<file path="src/rtl/i3c_sda_rx_frontend_if.sv">
// Pad-side bus bundle for the I3C SDA receive front end: raw SCL/SDA and
// controls in, decoded conditions and received frames out.
interface i3c_sda_rx_frontend_if;
    logic       i_sda;
    logic       i_scl;
    logic       i_rx_en;
    logic       i_tbit_mode;
    logic       o_start_det;
    logic       o_rep_start_det;
    logic       o_stop_det;
    logic       o_bus_busy;
    logic [7:0] o_rx_byte;
    logic       o_rx_ninth;
    logic       o_rx_valid;
    logic       o_parity_err;
    logic       o_rx_abort;
    logic [3:0] o_bit_cnt;

    modport master (
        output i_sda, i_scl, i_rx_en, i_tbit_mode,
        input  o_start_det, o_rep_start_det, o_stop_det, o_bus_busy,
        input  o_rx_byte, o_rx_ninth, o_rx_valid, o_parity_err,
        input  o_rx_abort, o_bit_cnt
    );

    modport slave (
        input  i_sda, i_scl, i_rx_en, i_tbit_mode,
        output o_start_det, o_rep_start_det, o_stop_det, o_bus_busy,
        output o_rx_byte, o_rx_ninth, o_rx_valid, o_parity_err,
        output o_rx_abort, o_bit_cnt
    );
endinterface

</file>
<file path="src/rtl/i3c_sda_rx_frontend.sv">
// I3C receive front end: synchronises and deglitches SCL/SDA, detects
// START/Sr/STOP and deserialises 9-bit MSB-first frames.
module i3c_sda_rx_frontend #(
    parameter int SYNC_STAGES   = 2,
    parameter int GLITCH_CYCLES = 2
) (
    input logic                    i_sys_clk,
    input logic                    i_sys_rst,
    i3c_sda_rx_frontend_if.slave   bus
);

    typedef enum logic [1:0] {IDLE, DATA, NINTH} state_e;

    logic [1:0] raw_w;
    logic [1:0] filt_w;

    // Line 0 is SCL, line 1 is SDA; both share the same sync + deglitch path.
    assign raw_w = {bus.i_sda, bus.i_scl};

    for (genvar g = 0; g < 2; g++) begin : g_line
        logic [SYNC_STAGES-1:0] sync_q, sync_d;
        logic [3:0]             cnt_q, cnt_d;
        logic                   filt_q, filt_d;

        always_comb begin
            sync_d = {sync_q[SYNC_STAGES-2:0], raw_w[g]};
            cnt_d  = '0;
            filt_d = filt_q;
            if (sync_q[SYNC_STAGES-1] != filt_q) begin
                if (cnt_q == 4'(GLITCH_CYCLES - 1)) begin
                    filt_d = sync_q[SYNC_STAGES-1];
                end else begin
                    cnt_d = cnt_q + 4'd1;
                end
            end
        end

        always_ff @(posedge i_sys_clk or negedge i_sys_rst) begin
            if (!i_sys_rst) begin
                sync_q <= '1;
                cnt_q  <= '0;
                filt_q <= 1'b1;
            end else begin
                sync_q <= sync_d;
                cnt_q  <= cnt_d;
                filt_q <= filt_d;
            end
        end

        assign filt_w[g] = filt_q;
    end

    logic scl_f, sda_f;
    logic scl_prev_q, scl_prev_d;
    logic sda_prev_q, sda_prev_d;

    assign scl_f = filt_w[0];
    assign sda_f = filt_w[1];

    always_comb begin
        scl_prev_d = scl_f;
        sda_prev_d = sda_f;
    end

    always_ff @(posedge i_sys_clk or negedge i_sys_rst) begin
        if (!i_sys_rst) begin
            scl_prev_q <= 1'b1;
            sda_prev_q <= 1'b1;
        end else begin
            scl_prev_q <= scl_prev_d;
            sda_prev_q <= sda_prev_d;
        end
    end

    logic scl_rise, scl_fall, sda_rise, sda_fall;
    logic cond_gate, start_c, rs_c, stop_c, any_cond;
    logic busy_q;

    assign scl_rise = scl_f & ~scl_prev_q;
    assign scl_fall = ~scl_f & scl_prev_q;
    assign sda_rise = sda_f & ~sda_prev_q;
    assign sda_fall = ~sda_f & sda_prev_q;

    // An SCL edge in the same cycle as an SDA edge masks the condition.
    assign cond_gate = scl_f & ~scl_rise & ~scl_fall;
    assign start_c   = cond_gate & sda_fall & ~busy_q;
    assign rs_c      = cond_gate & sda_fall & busy_q;
    assign stop_c    = cond_gate & sda_rise & busy_q;
    assign any_cond  = start_c | rs_c | stop_c;

    state_e     state_q;
    logic [7:0] shift_q;
    logic [3:0] bit_cnt_q;
    logic       ninth_q;
    logic       pend_q;
    logic       start_q, rs_q, stop_q, abort_q;
    logic [7:0] rx_byte_q;
    logic       rx_ninth_q, valid_q, perr_q;

    always_ff @(posedge i_sys_clk or negedge i_sys_rst) begin
        if (!i_sys_rst) begin
            state_q    <= IDLE;
            shift_q    <= '0;
            bit_cnt_q  <= '0;
            ninth_q    <= 1'b0;
            pend_q     <= 1'b0;
            busy_q     <= 1'b0;
            start_q    <= 1'b0;
            rs_q       <= 1'b0;
            stop_q     <= 1'b0;
            abort_q    <= 1'b0;
            rx_byte_q  <= '0;
            rx_ninth_q <= 1'b0;
            valid_q    <= 1'b0;
            perr_q     <= 1'b0;
        end else begin
            start_q <= start_c;
            rs_q    <= rs_c;
            stop_q  <= stop_c;
            abort_q <= 1'b0;
            valid_q <= 1'b0;
            perr_q  <= 1'b0;
            pend_q  <= 1'b0;

            if (start_c) begin
                busy_q <= 1'b1;
            end else if (stop_c) begin
                busy_q <= 1'b0;
            end

            // A frame whose ninth bit was latched last cycle is published now.
            if (pend_q) begin
                rx_byte_q  <= shift_q;
                rx_ninth_q <= ninth_q;
                valid_q    <= 1'b1;
                perr_q     <= bus.i_tbit_mode & (ninth_q != (~^shift_q));
                bit_cnt_q  <= '0;
            end

            if (any_cond) begin
                abort_q   <= (state_q != IDLE) && !pend_q && (bit_cnt_q != 4'd0);
                bit_cnt_q <= '0;
                state_q   <= stop_c ? IDLE : DATA;
            end else if (!bus.i_rx_en) begin
                bit_cnt_q <= '0;
                if (state_q != IDLE) begin
                    state_q <= DATA;
                end
            end else begin
                case (state_q)
                    DATA: begin
                        if (scl_rise) begin
                            shift_q   <= {shift_q[6:0], sda_prev_q};
                            bit_cnt_q <= bit_cnt_q + 4'd1;
                            if (bit_cnt_q == 4'd7) begin
                                state_q <= NINTH;
                            end
                        end
                    end
                    NINTH: begin
                        if (scl_rise) begin
                            ninth_q <= sda_prev_q;
                            pend_q  <= 1'b1;
                            state_q <= DATA;
                        end
                    end
                    default: begin
                        state_q <= IDLE;
                    end
                endcase
            end
        end
    end

    assign bus.o_start_det     = start_q;
    assign bus.o_rep_start_det = rs_q;
    assign bus.o_stop_det      = stop_q;
    assign bus.o_bus_busy      = busy_q;
    assign bus.o_rx_byte       = rx_byte_q;
    assign bus.o_rx_ninth      = rx_ninth_q;
    assign bus.o_rx_valid      = valid_q;
    assign bus.o_parity_err    = perr_q;
    assign bus.o_rx_abort      = abort_q;
    assign bus.o_bit_cnt       = bit_cnt_q;

endmodule

</file>
<file path="src/flat_wrapper.sv">
// flat-port wrapper written by rule: the top's interface ports become plain ports
module i3c_sda_rx_frontend_flat 
#(
    parameter int SYNC_STAGES   = 2,
    parameter int GLITCH_CYCLES = 2
)
  (i_sys_clk, i_sys_rst, bus_i_sda, bus_i_scl, bus_i_rx_en, bus_i_tbit_mode, bus_o_start_det, bus_o_rep_start_det, bus_o_stop_det, bus_o_bus_busy, bus_o_rx_byte, bus_o_rx_ninth, bus_o_rx_valid, bus_o_parity_err, bus_o_rx_abort, bus_o_bit_cnt);
  i3c_sda_rx_frontend_if bus_i ();
  input logic i_sys_clk;
  input logic i_sys_rst;
  input wire logic [$bits(bus_i.i_sda)-1:0] bus_i_sda;
  input wire logic [$bits(bus_i.i_scl)-1:0] bus_i_scl;
  input wire logic [$bits(bus_i.i_rx_en)-1:0] bus_i_rx_en;
  input wire logic [$bits(bus_i.i_tbit_mode)-1:0] bus_i_tbit_mode;
  output wire logic [$bits(bus_i.o_start_det)-1:0] bus_o_start_det;
  output wire logic [$bits(bus_i.o_rep_start_det)-1:0] bus_o_rep_start_det;
  output wire logic [$bits(bus_i.o_stop_det)-1:0] bus_o_stop_det;
  output wire logic [$bits(bus_i.o_bus_busy)-1:0] bus_o_bus_busy;
  output wire logic [$bits(bus_i.o_rx_byte)-1:0] bus_o_rx_byte;
  output wire logic [$bits(bus_i.o_rx_ninth)-1:0] bus_o_rx_ninth;
  output wire logic [$bits(bus_i.o_rx_valid)-1:0] bus_o_rx_valid;
  output wire logic [$bits(bus_i.o_parity_err)-1:0] bus_o_parity_err;
  output wire logic [$bits(bus_i.o_rx_abort)-1:0] bus_o_rx_abort;
  output wire logic [$bits(bus_i.o_bit_cnt)-1:0] bus_o_bit_cnt;
  assign bus_i.i_sda = bus_i_sda;
  assign bus_i.i_scl = bus_i_scl;
  assign bus_i.i_rx_en = bus_i_rx_en;
  assign bus_i.i_tbit_mode = bus_i_tbit_mode;
  assign bus_o_start_det = bus_i.o_start_det;
  assign bus_o_rep_start_det = bus_i.o_rep_start_det;
  assign bus_o_stop_det = bus_i.o_stop_det;
  assign bus_o_bus_busy = bus_i.o_bus_busy;
  assign bus_o_rx_byte = bus_i.o_rx_byte;
  assign bus_o_rx_ninth = bus_i.o_rx_ninth;
  assign bus_o_rx_valid = bus_i.o_rx_valid;
  assign bus_o_parity_err = bus_i.o_parity_err;
  assign bus_o_rx_abort = bus_i.o_rx_abort;
  assign bus_o_bit_cnt = bus_i.o_bit_cnt;
  i3c_sda_rx_frontend #(.SYNC_STAGES(SYNC_STAGES), .GLITCH_CYCLES(GLITCH_CYCLES)) u_core (.i_sys_clk(i_sys_clk), .i_sys_rst(i_sys_rst), .bus(bus_i));
endmodule
</file>
<file path="config.mk">
export PLATFORM = sky130hd
export DESIGN_NAME = i3c_sda_rx_frontend_flat
export DESIGN_NICKNAME = d
export VERILOG_FILES = /design/src/rtl/i3c_sda_rx_frontend_if.sv /design/src/rtl/i3c_sda_rx_frontend.sv /design/src/flat_wrapper.sv
export SDC_FILE = /design/constraint.sdc
export NUM_CORES = 1
export LEC_CHECK = 0
export BUFFER_PORTS_ARGS = -buffer_cell sky130_fd_sc_hd__buf_2
export CELL_PAD_IN_SITES_DETAIL_PLACEMENT = 0
export CELL_PAD_IN_SITES_GLOBAL_PLACEMENT = 2
export CORE_MARGIN = 4
export CORE_UTILIZATION = 32
export CTS_CLUSTER_SIZE = 28
export DETAILED_ROUTE_END_ITERATION = 10
export GPL_ROUTABILITY_DRIVEN = 0
export MAX_ROUTING_LAYER = met4
export PLACE_DENSITY = 0.66
export SYNTH_ARGS = -nofsm -noshare
export SYNTH_HDL_FRONTEND = slang
export SYNTH_SLANG_ARGS = --single-unit
</file>
<file path="constraint.sdc">
create_clock -name i_sys_clk -period 1.4 [get_ports i_sys_clk]
set_input_delay 0.21 -clock i_sys_clk [delete_from_list [all_inputs] [get_ports i_sys_clk]]
set_output_delay 0.21 -clock i_sys_clk [all_outputs]
set_load 0.01 [all_outputs]
</file>
# Word level (Yosys, flattened, before mapping)
# Cells that the tools add are included.
# word_totals
word_cells,97
output_inout_bits,20
ff_bits,48
input_bits,6
# classes
add_sub_neg,3
bitwise_logic,22
n_reduce_logical,13
eq_ne,11
muxes,26
# op_table
operator,n
4-bit two-way mux,9
"4-bit by 1-bit adder with 4-bit output, second input constant",3
1-bit bitwise AND,12
2-bit two-way mux,6
"4-bit by 2-bit inequality test with 1-bit output, second input constant",3
4-bit AND reduction,3
1-bit two-way mux,10
"4-bit by 1-bit == test with 1-bit output, second input constant",2
1-bit NOT,8
8-bit XNOR reduction,1
"4-bit by 3-bit == test with 1-bit output, second input constant",1
2-bit one-hot mux with 2 select lines,1
2-bit AND reduction,2
2-bit nonzero test,2
4-bit nonzero test,1
1-bit inequality test,3
3-bit nonzero test,1
"2-bit by 1-bit == test with 1-bit output, second input constant",1
"2-bit == test, second input constant",1
1-bit logical AND,2
1-bit OR,2
1-bit logical NOT,1

# Longest topological paths before layout
# Gate-level depths: netlist of run 1.
# logic_depth
depth_word,11
mapped_depth,6
depth_no_buf,5

# Least setup slack after synthesis of run 1
# OpenSTA, ideal clock, no wires.
# synth_path
path_type,register to register
start,register u_core.g_line[0].filt_q
end,register u_core.shift_q[0]
arrival_ns,1.405
t_required_ns,1.275
path_buffers,0
period_less_slack_ns,1.530
setup_ns,0.125
stages_incl_launch_ff,5
slack_ns,-0.130
path_cell_list,dfstp_2 and2b_1 nand2_2 nor3_4 mux2_2
# synth_via
elab_chain_len,10
elab_cells_between_ends,16
cone_classes,bitwise (15); reduce/logical (1)
# synth_rtl
element,line_no,rtl
start: declaration,i3c_sda_rx_frontend.sv:23,"logic filt_q, filt_d;"
start signal: assignment,i3c_sda_rx_frontend.sv:46,filt_q <= filt_d;
1-bit bitwise AND or 1-bit NOT (tied branches),"i3c_sda_rx_frontend.sv:79, i3c_sda_rx_frontend.sv:80",
1-bit NOT or 1-bit bitwise AND (tied branches),"i3c_sda_rx_frontend.sv:85, i3c_sda_rx_frontend.sv:80",
1-bit bitwise AND or 1-bit NOT (tied branches),i3c_sda_rx_frontend.sv:85,assign cond_gate = scl_f & ~scl_rise & ~scl_fall;
1-bit bitwise AND,i3c_sda_rx_frontend.sv:85,
1-bit bitwise AND,"i3c_sda_rx_frontend.sv:86, i3c_sda_rx_frontend.sv:87",
1-bit bitwise AND (on tied branches),"i3c_sda_rx_frontend.sv:86, i3c_sda_rx_frontend.sv:87",
1-bit OR (2 in a row),i3c_sda_rx_frontend.sv:89,assign any_cond = start_c | rs_c | stop_c;
1-bit NOT (no line),n/a,
4-bit AND reduction (no line) (*),n/a,
end signal: assignment,i3c_sda_rx_frontend.sv:153,"shift_q <= {shift_q[6:0], sda_prev_q};"
end: declaration,i3c_sda_rx_frontend.sv:92,logic [7:0] shift_q;
# Mark *: on every way between the ends. The rest lies on a longest branch, timed or not.
# A chain may end at the register's enable or synchronous reset.

# Worst setup path in the final report of run 1
# Same ends and word-level chain as after synthesis.

==> summary.txt, run 1 <==
Global routing
  – GRT overflow: 0
  – Initial antenna violation count: 0
  – Largest net degree at the start of global routing: 49
  – Global-route wire length before repair: 6.88 mm
  – GR Util All Layers: 12.0%
  – Vias in the first global route: 1411

Synth
  – Main synth FF type: dfrtp_1
  – Largest area contributor in the netlist: dfrtp_1
  – Synth Register Bits: 48
  – Share of the synthesized area in the top cell type: 49.2%
  – Post-synth EDFFs: 0
  – Synth Cell Area: 2030 µm²
  – Cells after synthesis: 159
  – Register area share after synthesis: 59.6%
  – Syn avg cell area: 12.8 µm²
  – Synth cell types: 36
  – Synthesized Nets: 171
  – Ranking of synthesized cells by area: dfrtp_1 (49%), mux2_2 (11%), dfstp_2 (10%), nor2_1 (4.1%), ha_1 (3.7%)
  – Ys Warns: 0
  – Async SR Flop Fraction: 100%

Clocking
  – Clk slew on worst S/H paths: 0.09 ns
  – Root Buffer: clkbuf_8
  – CTS Sinks: 48
  – CTS tree: done
  – TritonCTS Buffers: 5
  – Worst-Skew Late Latency: 0.29 ns
  – CTS Buffer Depth: 2
  – H-tree Lvls: 2

Floorplanning
  – Die ar.: 7690 µm²
  – Initial Utilization: 33.7%
  – Die W: 87.7 µm
  – IO Pins: 26
  – FP Rows: 28
  – CORE AREA: 6030 µm²
  – Die H: 87.7 µm

Critical path
  – Setup crit end kind: register
  – Worst path required time: 1.58 ns
  – CP max stage cell: dfstp_2
  – Critical path buffers and inverters: 1
  – Cell Chain, Critical Path: and2b_1, nand2_2, nor3_4, buf_12, mux2_2
  – CP arrival: 1.67 ns
  – Critical path fanouts, max: 8
  – Max incr delay on CP: 0.53 ns
  – Startpoint Class: register
  – Top delay family on crit path: flip-flops
  – Crit Path Class: register to register

Power
  – Total chip power: 4.41 mW
  – Worst-case vdd ir drop: 708 µV
  – Logic gate share of total power: 34.2%
  – Net Sw Frac: 31.0%
  – Clock share of power: 22.2%
  – Sequential Power Share: 43.6%
  – Power per cell area: 1710 nW/µm²
  – Switch Pwr: 1.37 mW
  – Leakage: 1.28 nW
  – P_int: 3.04 mW

Outcome
  – Status: finished, violations left
  – Failing checks: negative setup slack

Timing
  – Fin crit period: 1.49 ns
  – Max Slew Vio Count: 0
  – Smallest setup slack after layout: -0.0886 ns
  – Final setup violation count: 14
  – Period Utilization, post-route: 106%
  – Peak Freq: 0.672 GHz
  – RSZ-0062 raised after global routing: true
  – Final Skew: 0.00688 ns
  – Final Hold Fails: 0
  – Slew margin rel.: 58.5%
  – Worst-Margin Slew: 0.623 ns

Final layout
  – Fill cells: 581
  – Most frequent cells in the layout: dfrtp_1 (40), buf_2 (25), nor2_1 (21), mux2_2 (17), buf_4 (16)
  – Multi-input logic area: 826 µm²
  – Area Overhead vs Synth: 27.1%
  – ANT cells: 0
  – Register area: 1210 µm²
  – Final net count: 222
  – Most common cell after layout, fill and taps aside: dfrtp_1
  – Layout cells sized above 1: 41.7%

Place
  – IO buf count: 25
  – Post-DP HPWL: 2.77 mm
  – Setup Slack @ Placement: -0.0967 ns

Routing
  – Pre-antenna DRT Iters: 4
  – Iter 0 DRT Violations: 64
  – Total wire length: 3.96 mm
  – Via density: 4.67
  – Drt drc: 0
  – Detail Route Antenna Nets: 0
  – WL per Instance: 13.8 µm
  – Vias: 1337

Job
  – Max_cap viols: 0

Worst hold path
  – Worst Hold Class: input port to register
[power by group through the flow]
stage          registers, mW  clock network [mW]  logic, mW
2_1_floorplan           1.96                   0      0.869
3_3_place_gp            1.94                   0       1.39
3_5_place_dp            1.95                   0       1.42
4_1_cts                 1.93                1.02       1.47
5_1_grt                 1.97                1.09       1.71
6_report                1.92               0.978       1.51
[per-stage QoR]
stage / hold WS [ns] / instances / utilization [%] / area, µm² / setup TNS [ns]
after floorplan: -0.0856 / 159 / - / 2030 / -1.05
after global placement: 0.210 / 273 / 39.6 / 2390 / -0.713
after detailed placement: 0.219 / 273 / 39.6 / 2390 / -0.858
after CTS: 0.146 / 285 / 42.2 / 2540 / -1.02
after global routing: 0.139 / 286 / 42.9 / 2580 / -1.87
final: 0.154 / 286 / 42.9 / 2580 / -0.835
[area by class of cell]
type                    count  area share [%]
multi-input cells         103            32.0
flip-flops and latches     48            46.9
inverters                   5           0.726
clock buffers               6            2.81
well taps                  75            3.63
clock inverters             2            1.36
repair buffers             47            12.6
[sequential cells by signal (all words and copies together) (netlist names), 2 cells and up]
name	cells
u_core.shift_q	8
u_core.bus.o_bit_cnt	4
u_core.bus.o_rx_byte	8
u_core.g_line.sync_q	4
u_core.g_line.cnt_q	8
u_core.g_line.filt_q	2
u_core.state_q	2
[timing repair]
item                       CTS  global route
hold buffers                 3             0
setup endpoints to repair   13            18
hold endpoints to repair    42             0
resized for setup            3             9
setup buffers                1             1
pin swaps                    2             1
cloned                       0             0
[Yosys cell counts, types with 2 or more instances]
| library cell | count |
|---|---|
| ha_1 | 6 |
| nand2_1 | 9 |
| nor2_1 | 22 |
| nand3_1 | 4 |
| nand3b_1 | 2 |
| xnor2_1 | 6 |
| a21oi_1 | 4 |
| buf_4 | 2 |
| dfstp_2 | 8 |
| nor3_1 | 3 |
| inv_1 | 5 |
| xor2_1 | 6 |
| dfrtp_1 | 40 |
| mux2_2 | 20 |
[worst register-to-register path, delay by kind of cell, from the launching register on]
family	cells	cell delay, ns
flops	1	0.53
buf+inv	1	0.15
simple gates	3	0.38
mux	1	0.33
[path summary, 6_finish.rpt]
path / cells past startpoint / startpoint / slack, ns / end
max reg2reg: 5 / u_core.g_line[0].filt_q$_DFFE_PN1P_ / -0.09 / u_core.shift_q[0]$_DFFE_PN0P_
min in group asynchronous: 3 / i_sys_rst / 0.42 / u_core.pend_q$_DFF_PN0_
min: 2 / bus_i_tbit_mode / 0.15 / u_core.bus.o_parity_err$_DFF_PN0_
max: 5 / u_core.g_line[0].filt_q$_DFFE_PN1P_ / -0.09 / u_core.shift_q[0]$_DFFE_PN0P_
max in group asynchronous: 3 / i_sys_rst / 0.70 / u_core.g_line[1].filt_q$_DFFE_PN1P_
min reg2reg: 0 / u_core.g_line[0].sync_q[0]$_DFF_PN1_ / 0.36 / u_core.g_line[0].sync_q[1]$_DFF_PN1_
[cell families (layout without fill, tap and decap cells)]
family | count (synthesis) | in the layout | share of synthesized area (%)
simple gates | 50 | 50 | 12.6
flops | 48 | 48 | 59.6
mux | 20 | 20 | 11.1
compound gates | 14 | 14 | 4.92
xor+xnor | 13 | 13 | 6.28
buf+inv | 8 | 60 | 1.85
fa+ha+maj | 6 | 6 | 3.69
[metal layers]
metal  track usage (%)  share of wire, %  routed length, µm  vias to the layer above
met3              3.10               4.1                162                        6
met4              3.77               1.4                 57                        0
li1                  -                 -                  -                      641
met1              14.8                44               1730                      668
met2              19.3                51               2010                       22
met5                 -                 0                  0                        -
(Power assumes the default switching activity.)
==> inputs of run 2 (changes only) <==
- PLACE_DENSITY: 0.66 -> unset
- PLACE_DENSITY_LB_ADDON: unset -> 0.2
==> summary.txt, run 2 (synthesis gave the netlist of run 1 again) <==
Outcome
  – Status: finished, violations left
  – Failing checks: negative setup slack

Routing
  – Drt drc: 0
  – Vias: 1340
  – WL per Instance: 13.0 µm
  – Pre-antenna DRT Iters: 4
  – Total wire length: 3.74 mm
  – Detail Route Antenna Nets: 0
  – Iter 0 DRT Violations: 32
  – Via density: 4.64

Final layout
  – Post-layout instance area: 2640 µm²
  – ANT cells: 0
  – Non-filler cells, final: 289
  – Area Overhead vs Synth: 29.8%
  – Final net count: 225
  – Most common cell after layout, fill and taps aside: dfrtp_1
  – Post-layout util: 43.8%
  – Most frequent cells in the layout: dfrtp_1 (39), buf_2 (25), nor2_1 (20), buf_4 (20), mux2_2 (16)
  – Layout cells sized above 1: 44.4%

Critical path
  – Worst path required time: 1.59 ns
  – CP startpoint: u_core.g_line[0].filt_q$_DFFE_PN1P_
  – Startpoint Class: register
  – Reg-to-Reg Start: u_core.g_line[0].filt_q$_DFFE_PN1P_
  – Critical path buffers and inverters: 1
  – Top delay family on crit path: flip-flops
  – Max incr delay on CP: 0.53 ns
  – Setup crit end kind: register
  – CP max stage cell: dfstp_2
  – Critical path fanouts, max: 8
  – CP arrival: 1.71 ns
  – Crit Path Class: register to register
  – Cell Chain, Critical Path: and2b_1, nand2_2, nor3_4, buf_12, mux2_2

Timing
  – Final Skew: 0.00681 ns
  – Slew margin rel.: 59.8%
  – Final setup violation count: 12
  – Max Slew Vio Count: 0
  – Final Hold Fails: 0
  – RSZ-0062 raised after global routing: true
  – Period Utilization, post-route: 108%
  – Smallest setup slack after layout: -0.118 ns
  – Worst-Margin Slew: 0.603 ns
  – Hold Slack: 0.165 ns
  – Peak Freq: 0.659 GHz
  – Fin crit period: 1.52 ns

Power
  – Power per cell area: 1690 nW/µm²
  – Switch Pwr: 1.39 mW
  – Worst-case vdd ir drop: 639 µV
  – Sequential Power Share: 43.2%
  – Leakage: 1.29 nW
  – Logic gate share of total power: 34.8%
  – Clock share of power: 22.0%
  – Net Sw Frac: 31.0%
  – P_int: 3.08 mW

Clocking
  – Clk slew on worst S/H paths: 0.09 ns
  – Root Buffer: clkbuf_8
  – CTS tree: done
  – H-tree Lvls: 2
  – CTS Buffer Depth: 2
  – CTS Sinks: 48
  – Worst-Skew Late Latency: 0.30 ns
  – TritonCTS Buffers: 5

Worst hold path
  – HP Start: bus_i_tbit_mode
  – Worst Hold Class: input port to register

Global routing
  – GRT overflow: 0
  – Global-route wire length before repair: 6.68 mm
  – Vias in the first global route: 1420
  – GR Util All Layers: 11.4%
  – Initial antenna violation count: 0
  – Largest net degree at the start of global routing: 24

Floorplanning
  – Die ar.: 7690 µm²
  – Die H: 87.7 µm
  – Die W: 87.7 µm
  – CORE AREA: 6030 µm²
  – IO Pins: 26
  – Initial Utilization: 33.7%
  – FP Rows: 28

Place
  – Placed Area: 2380 µm²
  – Setup Slack @ Placement: -0.104 ns
  – Dpl cells: 272
  – Post-DP HPWL: 2.65 mm
  – IO buf count: 25

Job
  – Max_cap viols: 0
## run 2: through the flow
step	power, mW	TNS [ns]
6_report	4.47	-0.959
2_1_floorplan	2.83	-1.05
3_5_place_dp	3.31	-0.964
3_3_place_gp	3.29	-0.699
4_1_cts	4.43	-0.876
5_1_grt	4.79	-1.95
## run 2: what timing repair did
item | in CTS | in global routing
buffers inserted | 4 | 3
endpoints found under the setup margin | 15 | 16
hold endpoints to repair | 14 | 0
hold buffers | 3 | 0
pin swaps | 4 | 5
resized for setup | 8 | 9
## run 2: metal layers
layer / share of wire (%) / GRT usage (%) / vias to the layer above
li1: - / - / 650
met5: 0 / - / -
met4: 1.3 / 3.35 / 0
met3: 3.4 / 3.67 / 6
met1: 46 / 14.5 / 663
met2: 49 / 17.5 / 21
## run 2: power by group through the flow
stage / clock [mW] / sequential [mW] / combinational [mW]
2_1_floorplan: 0 / 1.96 / 0.869
3_3_place_gp: 0 / 1.96 / 1.33
3_5_place_dp: 0 / 1.96 / 1.35
4_1_cts: 1.02 / 1.93 / 1.48
5_1_grt: 1.08 / 1.98 / 1.73
6_report: 0.983 / 1.93 / 1.56
## run 2: area by class of cell
class	count	area [µm²]
clock inverter	2	35.0
fill	572	3390
multi-input combinational	103	861
tap	75	93.8
timing repair buffer	50	345
clock buffer	6	72.6
inverter	5	18.8
sequential	48	1210
## run 2: path summary, 6_finish.rpt
kind                                                        end  slack (ns)  cells after the start
max                               u_core.shift_q[3]$_DFFE_PN0P_       -0.12                      5
max in group asynchronous   u_core.bus.o_rx_byte[3]$_DFFE_PN0P_        0.51                      3
min reg2reg                u_core.g_line[1].sync_q[1]$_DFF_PN1_        0.36                      0
max reg2reg                       u_core.shift_q[3]$_DFFE_PN0P_       -0.12                      5
min                           u_core.bus.o_parity_err$_DFF_PN0_        0.16                      2
min in group asynchronous   u_core.g_line[1].cnt_q[0]$_DFF_PN0_        0.40                      2
